--- src/rtl/wrf_fabric_sink.sv ---
// WR fabric sink: accepts pipelined-Wishbone write beats, tags frame boundaries
// and status, and queues words in a show-ahead FIFO feeding a valid/ready stream.
module wrf_fabric_sink #(
  parameter int DATA_W     = 16,
  parameter int FIFO_DEPTH = 16
) (
  input  logic              clk_sys,
  input  logic              rst_n,
  input  logic [DATA_W-1:0] snk_dat,
  input  logic [1:0]        snk_adr,
  input  logic [1:0]        snk_sel,
  input  logic              snk_cyc,
  input  logic              snk_stb,
  input  logic              snk_we,
  output logic              snk_ack,
  output logic              snk_stall,
  output logic              snk_err,
  output logic              snk_rty,
  output logic [DATA_W-1:0] out_dat,
  output logic              out_sop,
  output logic              out_eop,
  output logic              out_odd,
  output logic              out_err,
  output logic              out_valid,
  input  logic              out_ready,
  output logic [15:0]       frames_ok,
  output logic [15:0]       frames_bad
);

  localparam int ADDR_W = $clog2(FIFO_DEPTH);
  localparam int ENT_W  = DATA_W + 4;
  localparam logic [ADDR_W+1:0] STALL_AT = (ADDR_W+2)'(FIFO_DEPTH - 1);

  typedef enum logic [0:0] {ST_IDLE = 1'b0, ST_FRAME = 1'b1} state_t;

  function automatic logic f_is_odd(input logic [1:0] sel);
    return (sel == 2'b10);
  endfunction

  state_t            r_state, w_state_nxt;
  logic              r_cyc, r_ack, r_err, r_flag, r_seen;
  logic              r_hold_vld, r_hold_first, r_hold_odd;
  logic [DATA_W-1:0] r_hold_dat;
  logic [15:0]       r_frames_ok, r_frames_bad;
  logic [ENT_W-1:0]  r_mem [FIFO_DEPTH];
  logic [ADDR_W-1:0] r_wr_ptr, r_rd_ptr;
  logic [ADDR_W:0]   r_count;
  logic [ADDR_W+1:0] w_claimed;
  logic              w_stall, w_start, w_end, w_active, w_accept, w_wr;
  logic              w_data_beat, w_status_beat, w_push, w_pop, w_valid;
  logic [ENT_W-1:0]  w_push_ent, w_head;

  // The held word already owns a FIFO slot, so it counts against free space.
  assign w_claimed     = {1'b0, r_count} + {{(ADDR_W+1){1'b0}}, r_hold_vld};
  assign w_stall       = (w_claimed >= STALL_AT);
  assign w_accept      = snk_cyc & snk_stb & ~w_stall;
  assign w_active      = (r_state == ST_FRAME) | w_start;
  assign w_wr          = w_accept & snk_we & w_active;
  assign w_data_beat   = w_wr & (snk_adr == 2'd0);
  assign w_status_beat = w_wr & (snk_adr == 2'd2);
  assign w_push        = r_hold_vld & (w_data_beat | w_end);
  assign w_push_ent    = w_end ? {r_hold_first, 1'b1, r_hold_odd, r_flag, r_hold_dat}
                               : {r_hold_first, 1'b0, 1'b0, 1'b0, r_hold_dat};
  assign w_valid       = (r_count != {(ADDR_W+1){1'b0}});
  assign w_pop         = w_valid & out_ready;
  assign w_head        = r_mem[r_rd_ptr];

  // Frame envelope FSM: next state plus start/end strobes.
  always_comb begin
    w_state_nxt = r_state;
    w_start     = 1'b0;
    w_end       = 1'b0;
    case (r_state)
      ST_IDLE: begin
        if (snk_cyc && !r_cyc) begin
          w_start     = 1'b1;
          w_state_nxt = ST_FRAME;
        end else begin
          w_state_nxt = ST_IDLE;
        end
      end
      ST_FRAME: begin
        if (!snk_cyc && r_cyc) begin
          w_end       = 1'b1;
          w_state_nxt = ST_IDLE;
        end else begin
          w_state_nxt = ST_FRAME;
        end
      end
      default: w_state_nxt = ST_IDLE;
    endcase
  end

  // State register; cyc resets high so a frame still open at reset release is ignored.
  always_ff @(posedge clk_sys or negedge rst_n) begin
    if (!rst_n) begin
      r_state <= ST_IDLE;
      r_cyc   <= 1'b1;
    end else begin
      r_state <= w_state_nxt;
      r_cyc   <= snk_cyc;
    end
  end

  // Bus responses, one cycle after acceptance.
  always_ff @(posedge clk_sys or negedge rst_n) begin
    if (!rst_n) begin
      r_ack <= 1'b0;
      r_err <= 1'b0;
    end else begin
      r_ack <= w_accept & snk_we;
      r_err <= w_accept & ~snk_we;
    end
  end

  // Frame status flag and the one-word hold stage that lets eop be tagged late.
  always_ff @(posedge clk_sys or negedge rst_n) begin
    if (!rst_n) begin
      r_flag       <= 1'b0;
      r_seen       <= 1'b0;
      r_hold_vld   <= 1'b0;
      r_hold_first <= 1'b0;
      r_hold_odd   <= 1'b0;
      r_hold_dat   <= {DATA_W{1'b0}};
    end else begin
      if (w_status_beat)   r_flag <= snk_dat[1];
      else if (w_start)    r_flag <= 1'b0;
      if (w_data_beat)     r_seen <= 1'b1;
      else if (w_start)    r_seen <= 1'b0;
      if (w_data_beat) begin
        r_hold_vld   <= 1'b1;
        r_hold_dat   <= snk_dat;
        r_hold_odd   <= f_is_odd(snk_sel);
        r_hold_first <= w_start | ~r_seen;
      end else if (w_end) begin
        r_hold_vld   <= 1'b0;
      end
    end
  end

  // Good/bad frame counters, bumped when the eop word is pushed.
  always_ff @(posedge clk_sys or negedge rst_n) begin
    if (!rst_n) begin
      r_frames_ok  <= 16'd0;
      r_frames_bad <= 16'd0;
    end else if (w_end && r_hold_vld) begin
      if (r_flag) r_frames_bad <= r_frames_bad + 16'd1;
      else        r_frames_ok  <= r_frames_ok + 16'd1;
    end
  end

  // FIFO storage.
  always_ff @(posedge clk_sys) begin
    if (w_push) r_mem[r_wr_ptr] <= w_push_ent;
  end

  // FIFO pointers and occupancy.
  always_ff @(posedge clk_sys or negedge rst_n) begin
    if (!rst_n) begin
      r_wr_ptr <= {ADDR_W{1'b0}};
      r_rd_ptr <= {ADDR_W{1'b0}};
      r_count  <= {(ADDR_W+1){1'b0}};
    end else begin
      if (w_push) r_wr_ptr <= r_wr_ptr + ADDR_W'(1);
      if (w_pop)  r_rd_ptr <= r_rd_ptr + ADDR_W'(1);
      case ({w_push, w_pop})
        2'b10:   r_count <= r_count + (ADDR_W+1)'(1);
        2'b01:   r_count <= r_count - (ADDR_W+1)'(1);
        default: r_count <= r_count;
      endcase
    end
  end

  assign snk_ack    = r_ack;
  assign snk_err    = r_err;
  assign snk_rty    = 1'b0;
  assign snk_stall  = w_stall;
  assign out_valid  = w_valid;
  assign out_dat    = w_valid ? w_head[DATA_W-1:0] : {DATA_W{1'b0}};
  assign out_sop    = w_valid & w_head[ENT_W-1];
  assign out_eop    = w_valid & w_head[ENT_W-2];
  assign out_odd    = w_valid & w_head[ENT_W-3];
  assign out_err    = w_valid & w_head[ENT_W-4];
  assign frames_ok  = r_frames_ok;
  assign frames_bad = r_frames_bad;

endmodule

--- config.mk ---
export PLATFORM = sky130hd
export DESIGN_NAME = wrf_fabric_sink
export DESIGN_NICKNAME = d
export VERILOG_FILES = /design/src/rtl/wrf_fabric_sink.sv
export SDC_FILE = /design/constraint.sdc
export NUM_CORES = 1
export LEC_CHECK = 0
export CELL_PAD_IN_SITES_DETAIL_PLACEMENT = 1
export CELL_PAD_IN_SITES_GLOBAL_PLACEMENT = 2
export CORE_UTILIZATION = 40
export CTS_BUF_LIST = sky130_fd_sc_hd__clkbuf_16
export CTS_CLUSTER_DIAMETER = 40
export DETAILED_ROUTE_END_ITERATION = 10
export PLACE_DENSITY = 0.79
export SLEW_MARGIN = 30
export SYNTH_ARGS = -nofsm -noshare
export SYNTH_HDL_FRONTEND = slang
export SYNTH_SLANG_ARGS = --single-unit
--- constraint.sdc ---
create_clock -name clk_sys -period 6.25 [get_ports clk_sys]
set_input_delay 0.9375 -clock clk_sys [delete_from_list [all_inputs] [get_ports clk_sys]]
set_output_delay 0.9375 -clock clk_sys [all_outputs]
set_load 0.01 [all_outputs]
======== Word level (Yosys, flattened, before mapping) ========
Memory sizes are Yosys's and may differ from the RTL's.
Index checks and enable logic that the tools add are counted.
W data, S select, Z words.
operators by class
  $add $sub $neg .......................... 7
  $lt $le $gt $ge ......................... 1
  equal/unequal tests ..................... 4
  multiplexer cells ....................... 16
  bitwise logic cells ..................... 21
  reductions and logical operators ........ 13
operator list
  operator                 count
  $add A16 B1 Y16 const B  2
  $mux W19                 1
  $mux W16                 1
  $and A1 B1 Y1            13
  $mux W1                  12
  $pmux W5 S2              1
  $add A4 B1 Y4 const B    2
  $reduce_bool A2 Y1       4
  $add A5 B1 Y6            1
  $eq A2 B2 Y1 const B     3
  $ge A6 B4 Y1 const B     1
  $add A5 B1 Y5 const B    1
  $not A1 Y1               5
  $reduce_bool A5 Y1       1
  $sub A5 B1 Y5 const B    1
  $reduce_and A2 Y1        2
  $logic_and A1 B1 Y1      3
  $or A1 B1 Y1             3
  $eq A2 B1 Y1 const B     1
  $logic_not A1 Y1         2
  $logic_not A2 Y1         1
  $pmux W1 S2              1
storage, ports and cells
  register bits ........................... 70
  RAM bits ................................ 320
  input port bits ......................... 26
  logic and storage cells ................. 78
  memories ................................ 1
memory list
  memory  words  bits a word  rd ports  clocked after Yosys merged registers in  write ports  line  text
  r_mem   16     20           1         0                                        1            45    logic [ENT_W-1:0] r_mem [FIFO_DEPTH];

======== Logic depth before layout (Yosys ltp) ========
Gate-level depths: netlist (run 1).
  word-level depth ........................ 11
  gate-level depth with buffers ........... 17

======== Worst setup path after synthesis (run 1) ========
OpenSTA, ideal clock, no wires.
  kind .................................... input to register
  from .................................... input port snk_adr[0]
  to ...................................... memory r_mem[0][0] (netlist name), enable pin
  library setup time ...................... 0.507 ns
  data arrival time ....................... 5.007 ns
  slack ................................... 0.736 ns
  cell stages on the path ................. 4
  path buffers ............................ 0
  path through ............................ nand2b_4 > nor4_4 > o211ai_4 > a2111oi_0
on the way
  word-level cells in the longest chain between the ends .. 6
ends and longest elaborated chain
  what                           line  text
  from (decl)                    10    input logic [1:0] snk_adr,
  $logic_not A2 Y1               59    assign w_data_beat = w_wr & (snk_adr == 2'd0);
  $and A1 B1 Y1                  59
  $or A1 B1 Y1                   61    assign w_push = r_hold_vld & (w_data_beat | w_end);
  $and A1 B1 Y1                  61
  $mux W1                        154   if (w_push) r_mem[r_wr_ptr] <= w_push_ent;
  $mux W1 (not written as such)  154
  to (decl)                      45
Every way passes these cells.

======== Worst setup path after layout (run 1) ========
  from .................................... register r_rd_ptr[0]
  to ...................................... output port out_dat[8]
on the way
  word-level cells in the longest chain between the ends .. 2
ends and longest elaborated chain
  what                    line  text
  from (decl)             46    logic [ADDR_W-1:0] r_wr_ptr, r_rd_ptr;
  from (signal assigned)  161   r_rd_ptr <= {ADDR_W{1'b0}};
  from (signal assigned)  165   if (w_pop) r_rd_ptr <= r_rd_ptr + ADDR_W'(1);
  $mem_v2 Z16 W20         -
  $mux W16                179   assign out_dat = w_valid ? w_head[DATA_W-1:0] : {DATA_W{1'b0}};
  to (decl)               19    output logic [DATA_W-1:0] out_dat,
Every way passes these cells.

==> results of run 1 <==
[critical path, delay by kind of cell, from the launching register on]
kind / cells / cell delay [ns]
compound gates: 1 / 0.16
buf+inv: 3 / 1.27
mux: 2 / 0.83
flops: 1 / 0.63
[report_power, final]
part	internal [mW]	total [mW]	switching [mW]	leakage, nW
logic	1.03	1.88	0.851	1.91
registers	3.13	3.58	0.452	3.84
clock network	1.79	2.91	1.12	0.823
total	5.94	8.36	2.42	6.57
[through the flow]
| stage | util | std cells | cell area (um2) | setup slack, ns | power (mW) |
|---|---|---|---|---|---|
| after floorplan | - | 809 | 15800 | 0.736 | 4.72 |
| after global placement | 0.449 | 1396 | 17400 | 1.96 | 5.45 |
| after detailed placement | 0.449 | 1396 | 17400 | 1.82 | 5.52 |
| after CTS | 0.492 | 1483 | 19100 | 1.49 | 8.45 |
| after global routing | 0.494 | 1485 | 19100 | 1.58 | 8.70 |
| final | 0.494 | 1485 | 19100 | 1.84 | 8.36 |
[metal layers]
layer | GRT usage | vias to the layer above | wire (um)
li1 | - | 3558 | -
met1 | 0.251 | 4382 | 15800
met2 | 0.309 | 213 | 18300
met3 | 0.0330 | 57 | 1880
met4 | 0.0545 | 0 | 711
met5 | 0 | - | 0
[placed cells by master, fill, tap and decap left out, drive strengths merged, types with 19 or more instances in the layout]
master,n
edfxtp,320
mux4,80
clkdlybuf4s50,80
dfrtp,69
clkbuf,49
mux2i,42
buf,33
xnor2,27
inv,25
nand2,21
mux2,21
o22ai,20
nand3,19
[final timing paths]
path	startpoint	endpoint	slack (ns)
worst max register to register	r_hold_vld	r_count[4]	2.31
worst max-delay path	r_rd_ptr[0]	out_dat[8]	1.84
worst min-delay path	rst_n	r_hold_dat[0]	0.41
max in group asynchronous	rst_n	r_rd_ptr[0]	5.30
min in group clk_sys	frames_ok[15]	frames_ok[15]	0.48
worst min register to register	frames_ok[15]	frames_ok[15]	0.48
[state kept, by name (all words and copies together) (netlist names)]
| register | cells |
|---|---|
| r_seen | 1 |
| r_rd_ptr | 4 |
| r_hold_vld | 1 |
| r_hold_first | 1 |
| r_hold_odd | 1 |
| r_count | 5 |
| r_flag | 1 |
| snk_ack | 1 |
| r_cyc | 1 |
| r_hold_dat | 16 |
| frames_ok | 16 |
| r_state | 1 |
| r_wr_ptr | 4 |
| r_mem | 320 |
| snk_err | 1 |
| frames_bad | 16 |
[cells by family (layout without fill, tap and decap cells)]
family / Yosys count / in the layout
AO/OA/AOI/OAI: 69 / 69
AND/OR/NAND/NOR: 97 / 97
other: 1 / 1
buffers and inverters: 55 / 213
XOR/XNOR: 42 / 42
adder cells (fa/ha/maj): 12 / 12
multiplexers: 143 / 143
flip-flops: 390 / 390
[cell type report]
cell class / instances / share of cell area
Multi-Input combinational cell: 364 / 0.224
Inverter: 13 / 0.00255
Clock inverter: 38 / 0.0243
Sequential cell: 390 / 0.595
Tap cell: 518 / 0.0339
Clock buffer: 49 / 0.0641
Timing Repair Buffer: 113 / 0.0561
==> summary.md, run 1 <==
| Metric | Value |
|---|---|
| Number of enable flip-flop cells after synthesis | `320` |
| Worst Max-Slew Pin Slew | `approximately 0.96 ns` |
| CP required | `between 5 and 6 ns` |
| Count leader, synth | `edfxtp_1` |
| Vias | `around 8200` |
| DP HPWL | `~22000 um` |
| Gate Count Post-Synth | `between 800 and 900` |
| Final period utilization | `0.706` |
| Synth Area in XOR/XNOR | `0.0243` |
| Die area | `roughly 0.040 mm2` |
| Post-cts resize count | `0` |
| WL/cell | `24.7 um` |
| Worst-path cell chain | `buf_16 -> buf_4 -> mux4_2 -> mux2i_1 -> o22ai_1 -> clkdlybuf4s50_1` |
| Async set-reset flop share out of synthesis | `0.179` |
| Worst Path Max Fanout | `30` |
| Worst skew pair latency | `about 0.57 ns` |
| Main area contributors after synthesis | `edfxtp_1 (61%), mux4_2 (11%), dfrtp_1 (11%)` |
| Post-synth top cells | `edfxtp_1 (320), mux4_2 (80), dfrtp_1 (69)` |
| Port bufs | `81` |
| Antenna violations before repair | `0` |
| FF+latch count, synth | `390` |
| Minimum hold slack | `0.414 ns` |
| Worst hold path type | `in2async` |
| Ys flop type | `edfxtp_1` |
| DRC viols | `0` |
| Peak supply drop | `0.206 mV` |
| Antenna-violating nets left | `0` |
| Status | `completed` |
| Rel. slew slack | `0.357` |
| Crit path kind | `reg2out` |
| Arrival time at the worst endpoint | `roughly 3.5 ns` |
| Largest family of logic cells by synthesized area | `multiplexers` |
| GR Util All Layers | `0.186` |
| Share of the synthesized area in the top cell type | `0.610` |
| Slew Limit Fails | `0` |
| Hold Vio Cnt, Final | `0` |
| Ys Warns | `0` |
| CTS H-tree lvls | `2` |
| Ant. Diodes | `0` |
| Core area | `a little under 0.04 mm2` |
| CTS clk-pin slew, worst paths | `approximately 0.060 ns` |
| Clock sinks | `between 300 and 400` |
| Distinct cell type count after synthesis | `67` |
| Max-cap violations | `0` |
| Leak pwr | `about 6.6 nW` |
| Die span in y | `roughly 200 um` |
| Largest stage delay on the critical path | `0.63 ns` |
| Post-synthesis adder-cell area fraction | `0.00952` |
| Gr ovfl total | `0` |
| Pin count of the biggest net entering global routing | `71` |
| Mean Syn Cell Area | `between 15 and 20 um2` |
| Fillers | `about 3600` |
| Synthesized area | `approximately 0.016 mm2` |
| Max clock buf depth | `3` |
| Chip width | `around 200 um` |
| Vias in the first global route | `between 8000 and 9000` |
| Hold-fix buffers at CTS | `0` |
| First-pass GRT wire length | `approximately 56000 um` |
| Setup Viol. Count Final | `0` |
| Drt pass-1 iters | `4` |
| DR iter-0 viols | `between 500 and 600` |
| Final wirelength | `approximately 37000 um` |
| Final min period | `roughly 4.4 ns` |
| Vias per inst | `5.53` |
| RSZ-0062 raised after global routing | `false` |
| Layout cells sized above 1 | `0.252` |
| CTS root buf | `clkbuf_16` |
| Slowest cell on crit path | `dfrtp_4` |
| Mux share of post-synthesis cell area | `0.158` |
| Net Count, Synth | `approximately 850` |
| Register area share after synthesis | `0.721` |
| Worst setup EP type | `output pin` |
| Complex-gate fraction of the synthesized area | `0.0356` |
| Starting Density | `0.407` |
| CTS tree | `built` |
| Multi-input logic area | `0.00429 mm2` |
| Synth-to-layout area growth | `21.3%` |
| Worst r2r path cells | `14` |
| Post-CTS setup buffers | `0` |
| Cell Rows | `72` |
| Clk_skew | `roughly 0.026 ns` |
| Post-synth top area cell | `edfxtp_1` |
| Post-Synth Simple-Gate Area | `0.0350` |
| Startpoint types | `register` |
| Pwr Density | `roughly 440 mW/mm2` |
| CTS buffer count | `48` |
| GPL Wtd Cong | `between 0.7 and 0.8` |
| Setup TNS | `0 ns` |
| Register Area | `between 0.01 and 0.015 mm2` |
| Max frequency | `approximately 230 MHz` |
| Nets | `approximately 970` |
| IO Pins | `83` |
Power figures use the tool's default switching activity.
==> inputs of run 2 (changes only) <==
clock period = 4.15 ns   (was 6.25 ns; I/O delays follow)
==> summary.md, run 2 (same netlist as run 1, synthesis figures left out) <==
| Metric | Value |
|---|---|
| Commonest non-fill, non-tap cell in the layout | `edfxtp_1` |
| Final period utilization | `0.912` |
| Final Cell Area | `0.0191 mm2 (-0.27%)` |
| Most frequent cells in the layout | `edfxtp_1 (320), mux4_2 (80), clkdlybuf4s50_1 (80)` |
| DRC viols | `0 (unchanged)` |
| WL/cell | `24.4 um (-1.2%)` |
| Clock sinks | `390 (unchanged)` |
| Flop pwr share | `0.431 (+0.003)` |
| Die area | `0.0402 mm2 (unchanged)` |
| Peak supply drop | `0.392 mV (+90%)` |
| Ant. Diodes | `0 (unchanged)` |
| Status | `completed` |
| Antenna-violating nets left | `0 (unchanged)` |
| CTS buffer count | `50 (+4.2%)` |
| Arrival time at the worst endpoint | `3.16 ns (-0.32 ns)` |
| Worst skew pair latency | `0.57 ns (about the same)` |
| DP HPWL | `21900 um (+1.7%)` |
| Port bufs | `81 (unchanged)` |
| Pin count of the biggest net entering global routing | `51 (-28%)` |
| Worst Max-Slew Pin Slew | `1.00 ns (+0.0422 ns)` |
| Clock power frac | `0.332 (-0.016)` |
| DR iter-0 viols | `542 (-4.2%)` |
| Vias | `8190 (-0.24%)` |
| Largest reg by FF count | `r_mem` |
| Switching pwr | `3.66 mW (+51%)` |
| Post-cts resize count | `0 (unchanged)` |
| Overall power | `12.4 mW (+48%)` |
| Placed instance area | `0.0175 mm2 (+0.45%)` |
| Slew Limit Fails | `0 (unchanged)` |
| Setup Viol. Count Final | `0 (unchanged)` |
| Gr ovfl total | `0 (unchanged)` |
| Post-CTS setup buffers | `0 (unchanged)` |
| GPL Wtd Cong | `0.739 (+0.85%)` |
| Clk_skew | `0.0138 ns (-0.0123 ns)` |
| Hold-fix buffers at CTS | `0 (unchanged)` |
| CTS tree | `built` |
| CTS clk-pin slew, worst paths | `0.06 ns (about the same)` |
| Chip width | `201 um (unchanged)` |
| Reg2reg start | `r_count[0]` |
| Worst r2r dst | `r_count[4]` |
| Vias in the first global route | `9045 (+1.4%)` |
| Max clock buf depth | `3 (unchanged)` |
| Worst r2r path cells | `13 (-1)` |
| RSZ-0062 raised after global routing | `false` |
| Layout cells sized above 1 | `0.244 (-0.00875)` |
| Hold Vio Cnt, Final | `0 (unchanged)` |
| Final wirelength | `36400 um (-0.78%)` |
| CP delay by family, top | `buffers and inverters` |
| Leak pwr | `6.59 nW (+0.29%)` |
| GR Util All Layers | `0.186 (+0.000754)` |
| Core area | `0.0387 mm2 (unchanged)` |
| Largest stage delay on the critical path | `0.90 ns (+0.27 ns)` |
| Pwr Density | `650 mW/mm2 (+49%)` |
| Drt pass-1 iters | `5 (+1)` |
| Worst setup EP type | `output pin` |
| Rel. slew slack | `0.329 (-0.0282)` |
| Sw frac | `0.295 (+0.00526)` |
| Max reg flops | `320 (unchanged)` |
| Crit path kind | `reg2out` |
| Register-to-register setup slack | `0.83 ns (-1.48 ns)` |
| CP startpoint | `r_rd_ptr[1]` |
| Antenna violations before repair | `0 (unchanged)` |
| First-pass GRT wire length | `55900 um (about the same)` |
| Max frequency | `264 MHz` |
| Final min period | `between 3 and 4 ns` |
| Gate power share | `0.237 (+0.013)` |
| Minimum hold slack | `0.0110 ns (-0.403 ns)` |
| Starting Density | `0.407 (unchanged)` |
| Vias per inst | `5.49 (-0.65%)` |
| CP required | `3.53 ns (-1.78 ns)` |
| Synth-to-layout area growth | `20.9%` |
| Max-cap violations | `0 (unchanged)` |
| IO Pins | `83 (unchanged)` |
| Cell Int Power | `8.74 mW (+47%)` |
| Worst-path cell chain | `buf_4 -> mux4_2 -> mux2i_1 -> o22ai_1 -> clkdlybuf4s50_1` |
| Buf/Inv on CP | `2 (-1)` |
| Die span in y | `201 um (unchanged)` |
| Worst Path Max Fanout | `42 (+40%)` |
| Worst hold path type | `in2async` |
| Nets | `972 (+0.41%)` |
| Slowest cell on crit path | `dfrtp_4` |
| Startpoint types | `register` |
| Cell Rows | `72 (unchanged)` |
| CTS root buf | `clkbuf_16` |
| CTS H-tree lvls | `2 (unchanged)` |
## run 2: metrics by stage
stage               setup TNS [ns]  instances  setup WS (ns)  utilization
global route                     0       1491          0.249        0.492
global placement                 0       1399          0.607        0.450
floorplan                   -35.30        809         -0.196            -
CTS                              0       1491          0.320        0.492
detailed placement               0       1400          0.502        0.451
finish                           0       1491          0.363        0.492
## run 2: routing by layer
layer | wire (um) | global-route usage | up-vias
met4 | 775 | 0.0564 | 0
met1 | 15900 | 0.251 | 4341
li1 | - | - | 3554
met5 | 0 | 0 | -
met2 | 18000 | 0.312 | 237
met3 | 1770 | 0.0307 | 58
## run 2: worst max path at each step
stage                             end  slack [ns]  depth (start not counted)
after floorplan           r_mem[0][0]       -0.20                          7
after detailed placement   r_count[4]        0.50                         12
after global routing       out_dat[7]        0.25                          5
after global placement     r_count[4]        0.61                         12
after CTS                  out_dat[7]        0.32                          5
final                      out_dat[7]        0.36                          5
## run 2: power groups by stage
stage          Combinational [mW]  Clock [mW]  Sequential [mW]
6_report                     2.94        4.12             5.34
5_1_grt                      3.15        4.32             5.40
4_1_cts                      3.00        4.19             5.35
3_5_place_dp                 2.99           0             5.43
3_3_place_gp                 2.93           0             5.39
2_1_floorplan                2.11           0             5.01
## run 2: worst register-to-register path, cell delays in order, from the launching register on
cell	delay, ns
dfrtp_1	0.46
ha_1	0.25
ha_1	0.24
a31oi_1	0.10
a41o_1	0.35
o211a_1	0.19
o21ai_0	0.26
ha_1	0.40
xor2_1	0.18
ha_1	0.21
and3b_1	0.16
o21ai_0	0.07
a21oi_1	0.18
xor2_1	0.16
## run 2: final cells by class
type,instances,area [um2]
Fill cell,3580,19700
Sequential cell,390,11400
Multi-Input combinational cell,364,4280
Clock buffer,53,1330
Timing Repair Buffer,115,1110
Tap cell,518,648
Clock inverter,38,274
Inverter,13,48.8
